### config.mk
export PLATFORM = sky130hd
export DESIGN_NAME = icache
export DESIGN_NICKNAME = d
export VERILOG_FILES = /design/src/rtl/icache_pkg.sv /design/src/rtl/icache_array.sv /design/src/rtl/icache.sv
export SDC_FILE = /design/constraint.sdc
export NUM_CORES = 2
export LEC_CHECK = 0
export ABC_CLOCK_PERIOD_IN_PS = 14300
export BUFFER_PORTS_ARGS = -buffer_cell sky130_fd_sc_hd__buf_2
export CAP_MARGIN = 30
export CORE_MARGIN = 2
export CORE_UTILIZATION = 60
export CTS_BUF_LIST = sky130_fd_sc_hd__clkbuf_4 sky130_fd_sc_hd__clkbuf_8
export CTS_CLUSTER_SIZE = 40
export DETAILED_ROUTE_END_ITERATION = 12
export GPL_ROUTABILITY_DRIVEN = 0
export PLACE_DENSITY = 0.75
export SLEW_MARGIN = 20
export SYNTH_ARGS = -nofsm -noshare
export SYNTH_HDL_FRONTEND = slang
export SYNTH_SLANG_ARGS = --single-unit
### constraint.sdc
create_clock -name clk -period 14.3 [get_ports clk]
set_clock_uncertainty 0.1 [all_clocks]
set_input_delay 2.86 -clock clk [delete_from_list [all_inputs] [get_ports clk]]
set_output_delay 2.86 -clock clk [all_outputs]
set_load 0.01 [all_outputs]
### src/rtl/icache_pkg.sv
// Shared fetch-pipeline constants for the instruction cache.
// Holds the cache controller state encoding and the fetch-word geometry.
package icache_pkg;

  localparam int FETCH_W          = 32;
  localparam int ADDR_W           = 32;
  localparam int WORD_OFFSET_BITS = 2;

  typedef enum logic [1:0] {
    IC_IDLE   = 2'd0,
    IC_LOOKUP = 2'd1,
    IC_MISS   = 2'd2
  } icache_state_e;

  // Clears the byte-offset bits so refills always target a whole word.
  function automatic logic [ADDR_W-1:0] word_align(input logic [ADDR_W-1:0] addr);
    return addr & 32'hFFFF_FFFC;
  endfunction

endpackage

### src/rtl/icache_array.sv
// Direct-mapped tag/data/valid storage for the instruction cache.
// Writes are synchronous; reads are combinational by line index.
// Only the valid bits are reset, so stale tag/data are never trusted.
module icache_array
  import icache_pkg::*;
#(
  parameter int INDEX_BITS = 6,
  parameter int TAG_BITS   = 24
) (
  input  logic                  clk,
  input  logic                  rst,
  input  logic                  we_i,
  input  logic [INDEX_BITS-1:0] idx_i,
  input  logic [TAG_BITS-1:0]   wtag_i,
  input  logic [FETCH_W-1:0]    wdata_i,
  output logic                  rvalid_o,
  output logic [TAG_BITS-1:0]   rtag_o,
  output logic [FETCH_W-1:0]    rdata_o
);

  localparam int LINES = 1 << INDEX_BITS;

  logic [LINES-1:0]    valid_q;
  logic [TAG_BITS-1:0] tag_q  [LINES];
  logic [FETCH_W-1:0]  data_q [LINES];

  // Valid bits: cleared on reset, set when a refill lands in a line.
  always_ff @(posedge clk or negedge rst) begin
    if (!rst) begin
      valid_q <= '0;
    end else if (we_i) begin
      valid_q[idx_i] <= 1'b1;
    end
  end

  // Tag and data payload: no reset needed, guarded by the valid bit.
  always_ff @(posedge clk) begin
    if (we_i) begin
      tag_q[idx_i]  <= wtag_i;
      data_q[idx_i] <= wdata_i;
    end
  end

  assign rvalid_o = valid_q[idx_i];
  assign rtag_o   = tag_q[idx_i];
  assign rdata_o  = data_q[idx_i];

endmodule

### src/rtl/icache.sv
// Direct-mapped single-word-line instruction cache with a blocking refill path.
// Optional feature: define ICACHE_PERF_EN to add hit_count/miss_count outputs.
module icache
  import icache_pkg::*;
#(
  parameter int INDEX_BITS = 6
) (
  input  logic               clk,
  input  logic               rst,
  input  logic               rdy,
  input  logic               fetch_req,
  input  logic [ADDR_W-1:0]  fetch_pc,
  output logic               fetch_ready,
  input  logic               flush,
  output logic               inst_valid,
  output logic [FETCH_W-1:0] inst,
  output logic               mem_fetch_enable,
  output logic [ADDR_W-1:0]  mem_inst_addr,
  input  logic               mem_valid,
  input  logic [FETCH_W-1:0] mem_data
`ifdef ICACHE_PERF_EN
  ,
  output logic [31:0]        hit_count,
  output logic [31:0]        miss_count
`endif
);

  localparam int TAG_BITS = ADDR_W - INDEX_BITS - WORD_OFFSET_BITS;

  icache_state_e      state_q;
  logic [ADDR_W-1:0]  pc_q;
  logic               inst_valid_q;
  logic [FETCH_W-1:0] inst_q;
  logic               mem_fetch_enable_q;
  logic [ADDR_W-1:0]  mem_inst_addr_q;
  logic               flush_pend_q;

  logic [INDEX_BITS-1:0] line_idx;
  logic [TAG_BITS-1:0]   line_tag;
  logic                  arr_valid;
  logic [TAG_BITS-1:0]   arr_tag;
  logic [FETCH_W-1:0]    arr_data;
  logic                  hit;
  logic                  accept;
  logic                  refill_we;

  assign line_idx    = pc_q[INDEX_BITS+WORD_OFFSET_BITS-1:WORD_OFFSET_BITS];
  assign line_tag    = pc_q[ADDR_W-1:INDEX_BITS+WORD_OFFSET_BITS];
  assign hit         = arr_valid && (arr_tag == line_tag);
  assign fetch_ready = rdy && (state_q == IC_IDLE) && !flush;
  assign accept      = fetch_req && fetch_ready;
  assign refill_we   = rdy && (state_q == IC_MISS) && mem_valid;

  icache_array #(
    .INDEX_BITS(INDEX_BITS),
    .TAG_BITS  (TAG_BITS)
  ) u_array (
    .clk     (clk),
    .rst     (rst),
    .we_i    (refill_we),
    .idx_i   (line_idx),
    .wtag_i  (line_tag),
    .wdata_i (mem_data),
    .rvalid_o(arr_valid),
    .rtag_o  (arr_tag),
    .rdata_o (arr_data)
  );

  // Controller FSM with registered outputs; rdy low holds everything in place.
  always_ff @(posedge clk or negedge rst) begin
    if (!rst) begin
      state_q            <= IC_IDLE;
      pc_q               <= '0;
      inst_valid_q       <= 1'b0;
      inst_q             <= '0;
      mem_fetch_enable_q <= 1'b0;
      mem_inst_addr_q    <= '0;
      flush_pend_q       <= 1'b0;
    end else if (rdy) begin
      inst_valid_q <= 1'b0;
      case (state_q)
        IC_IDLE: begin
          if (accept) begin
            pc_q    <= fetch_pc;
            state_q <= IC_LOOKUP;
          end
        end
        IC_LOOKUP: begin
          if (flush) begin
            state_q <= IC_IDLE;
          end else if (hit) begin
            inst_valid_q <= 1'b1;
            inst_q       <= arr_data;
            state_q      <= IC_IDLE;
          end else begin
            mem_fetch_enable_q <= 1'b1;
            mem_inst_addr_q    <= word_align(pc_q);
            state_q            <= IC_MISS;
          end
        end
        IC_MISS: begin
          if (mem_valid) begin
            mem_fetch_enable_q <= 1'b0;
            flush_pend_q       <= 1'b0;
            state_q            <= IC_IDLE;
            if (!(flush_pend_q || flush)) begin
              inst_valid_q <= 1'b1;
              inst_q       <= mem_data;
            end
          end else if (flush) begin
            flush_pend_q <= 1'b1;
          end
        end
        default: state_q <= IC_IDLE;
      endcase
    end
  end

`ifdef ICACHE_PERF_EN
  logic [31:0] hit_count_q;
  logic [31:0] miss_count_q;

  // Lookup outcome counters; flushed lookups count as neither.
  always_ff @(posedge clk or negedge rst) begin
    if (!rst) begin
      hit_count_q  <= '0;
      miss_count_q <= '0;
    end else if (rdy && (state_q == IC_LOOKUP) && !flush) begin
      if (hit) begin
        hit_count_q <= hit_count_q + 32'd1;
      end else begin
        miss_count_q <= miss_count_q + 32'd1;
      end
    end
  end

  assign hit_count  = hit_count_q;
  assign miss_count = miss_count_q;
`endif

  assign inst_valid       = inst_valid_q;
  assign inst             = inst_q;
  assign mem_fetch_enable = mem_fetch_enable_q;
  assign mem_inst_addr    = mem_inst_addr_q;

endmodule

==> results.json <==
{
  "r2r-end": "mem_inst_addr[13]$_DFFE_PN0P_",
  "grt-ovfl-total": 0,
  "ant_nets": 0,
  "io_pins": 137,
  "grt_max_degree": 118,
  "synth_edf_count": 3584,
  "maxCapViolations": 0,
  "ys_warn_count": 0,
  "cts_sinks": 3745,
  "yosys.area.top_type_share": 0.752,
  "fillers": 14200,
  "yosys_register_bits": 3745,
  "register_area_sq_um": 112000,
  "post_cts_resized": 0,
  "max_freq_mhz": 135,
  "synthAdderAreaFrac": 0.000262,
  "syn_area_sq_um": 143000,
  "cts_buffer_depth": 4,
  "min_from": "u_array.valid_q[62]$_DFFE_PN0P_",
  "hold_violations": 0,
  "synth_xor_area_frac": 0.000979,
  "cts.clk_slew.worst_paths_ns": 0.06,
  "fp-row-count": 179,
  "yosysTopAreaCell": "edfxtp_1",
  "dieArea_sq_um": 243000,
  "htree_levels": 6,
  "synthMuxAreaShare": 0.169,
  "powerDensity_nw_per_um2": 189,
  "cp-end-kind": "flop",
  "die_y_um": 493,
  "drt_iter0_drc": 13300,
  "worstSetupPathType": "reg2reg",
  "max-slew-margin-rel": 0.272,
  "status": "completed",
  "grt_pass1_vias": 73100,
  "r2r-start": "pc_q[2]$_DFFE_PN0P_",
  "setup_tns_ns": 0,
  "wire_per_inst_um": 36.5,
  "seq_area_frac_synth": 0.780,
  "postCtsSetupBuffers": 0,
  "numPortBuffers": 132,
  "min_path_type": "reg2reg",
  "rsz0062_at_grt": "no",
  "track_usage": 0.320,
  "critical_path_arrival_ns": 8.26,
  "slew_violations": 0,
  "synth_ff_type": "edfxtp_1",
  "post-route-drc-count": 0,
  "rr_worst_depth": 14,
  "antenna_found_initial": 19,
  "vias": 74100,
  "setup_viol": 0,
  "cts_root_buf": "clkbuf_8",
  "max_slew.worst_pin.slew_ns": 1.09,
  "finalPower_mw": 30.4,
  "hpwl_mm": 206,
  "syn_area_per_cell_sq_um": 22.4,
  "start_kind": "flop",
  "drt-pass1-iter-count": 8,
  "nets": 7124,
  "synth_compound_area_frac": 0.0209,
  "drive_gt1_frac": 0.313,
  "clock_latency_ns": 1.12,
  "async_reset_ff_frac": 0.0430,
  "coreArea_sq_um": 238000,
  "p_leak_nw": 52.7,
  "die_w_um": 493,
  "synthCells": 6403,
  "multi_input_area_sq_um": 30400,
  "fin_util": 0.676,
  "whs_ns": 0.365,
  "start_util": 0.603,
  "grt_first_pass_wirelength_mm": 542,
  "hold_end": "u_array.valid_q[62]$_DFFE_PN0P_",
  "synth_area_leaders": "edfxtp_1 75%, mux4_2 13%, mux2i_1 3.3%",
  "rrSetupSlack_ns": 6.89,
  "finalWirelength_mm": 389,
  "synth_top_family_by_area": "multiplexers",
  "ys_types": 78,
  "numCtsBuffers": 587,
  "vdd_drop_max_uv": 170,
  "via_per_inst": 6.95,
  "cts_hold_buffers": 0,
  "worst_ep_required_time_ns": 15.15,
  "cts_tree": "built",
  "synthSimpleGateAreaFrac": 0.0168,
  "crit_path_max_fanout": 109,
  "syn_to_final_growth_pct": 12.2,
  "layout_min_cycle_time_ns": 7.41,
  "min_period_over_period": 0.518,
  "hold_depth": 1
}
registers in the layout (all words and copies together) (netlist names):
register,flops
pc_q,30
u_array.data_q,2048
u_array.tag_q,1536
u_array.valid_q,64
mem_fetch_enable,1
state_q,2
inst_valid,1
flush_pend_q,1
inst,32
mem_inst_addr,30
cells by family after synthesis:
logic type / after synthesis
AND/OR/NAND/NOR: 444
buffers and inverters: 366
adder cells (fa/ha/maj): 3
XOR/XNOR: 16
multiplexers: 1389
AO/OA/AOI/OAI: 439
flip-flops: 3745
other: 1
synthesized netlist by cell type, types with 30 or more instances:
master,n
a22oi_1,74
buf_1,42
buf_2,100
buf_4,30
clkbuf_1,172
dfrtp_1,161
edfxtp_1,3584
mux2_1,40
mux2_2,40
mux2i_1,478
mux4_2,811
nand2_1,98
nand3_1,46
nor2_1,82
nor4_1,42
o21ai_0,52
o22ai_1,182
or2_2,64
how the worst max path moves through the flow:
stage | from | to | slack [ns] | depth (start not counted)
floorplan | rdy | u_array.data_q[14][0]$_DFFE_PP_ | 7.88 | 4
global placement | pc_q[2]$_DFFE_PN0P_ | inst[3]$_DFFE_PN0P_ | 6.61 | 12
detailed placement | pc_q[2]$_DFFE_PN0P_ | mem_inst_addr[18]$_DFFE_PN0P_ | 7.04 | 14
CTS | pc_q[2]$_DFFE_PN0P_ | mem_inst_addr[18]$_DFFE_PN0P_ | 7.02 | 14
global route | pc_q[2]$_DFFE_PN0P_ | mem_inst_addr[4]$_DFFE_PN0P_ | 6.57 | 14
finish | pc_q[2]$_DFFE_PN0P_ | mem_inst_addr[13]$_DFFE_PN0P_ | 6.89 | 14
metrics by stage:
stage               worst slack (ns)  instances  instance area, sq um
floorplan                       7.88       6404                143000
global placement                6.61       9591                149000
detailed placement              7.04       9612                149000
CTS                             7.02      10600                160000
global route                    6.57      10700                161000
finish                          6.89      10700                161000
per-layer routing:
metal  up-vias  global-route usage  wire (um)
met5         -                   0         78
met4        12               0.136      18000
met3       948              0.0821      51500
met2      5807               0.488     182000
met1     38800               0.449     137000
li1      28500                   -          -
critical path, cell delays in order (launching register included):
cell     delay, ns
dfrtp_4       0.85
buf_12        0.49
buf_12        0.69
buf_4         0.76
mux4_2        0.59
mux2i_1       0.26
o22ai_1       0.13
nor4_1        0.85
xor2_1        0.19
nand4_1       0.27
nor4_4        0.42
buf_6         0.25
nor4b_2       0.07
buf_4         0.26
mux2_1        0.46
cells in the final DEF (no fill, tap or decap), types with 8 or more instances in the layout:
cell        Yosys  layout
o22ai_1       182     182
a21oi_1        23      23
a211oi_1        9       9
dfrtp_2         0      23
a22o_1         18      18
nor3_1         13      12
edfxtp_1     3584    3584
a22oi_1        74      74
buf_4          30     238
buf_12          0      24
xnor2_1         8       8
and3_1         12      12
a221oi_1       15      15
mux2_1         40      40
nor4_1         42      41
mux4_2        811     811
nor2_1         82      17
nor2_4          0      64
clkbuf_8        0     623
clkinv_1        1     144
inv_1           9       8
clkinvlp_4      0      12
mux2_4         20      20
mux2_2         40      40
nand4_1        25      25
buf_2         100     129
o21ai_0        52      46
o221ai_1        8       8
clkinv_2        0      44
mux2i_1       478     478
nor2b_1         9       8
nand2_1        98      95
nand3_1        46      44
xor2_1          8       8
clkbuf_4        0     185
or2_2          64      64
dfrtp_1       161     135
buf_16          0      16
report_power, final:
group	switching, mW	internal [mW]	total [mW]
clock network	4.04	4.60	8.64
registers	0.234	12.9	13.1
logic	5.19	3.43	8.62
final cells by class:
| type | count | share of cell area |
|---|---|---|
| antenna | 5 | 0.0000779 |
| clock buffer | 806 | 0.0619 |
| clock inverter | 216 | 0.00701 |
| inverter | 10 | 0.000327 |
| multi-input combinational | 2293 | 0.189 |
| sequential | 3745 | 0.695 |
| tap | 3167 | 0.0247 |
| timing repair buffer | 414 | 0.0213 |
No activity file was read; power rests on OpenSTA's default activity.
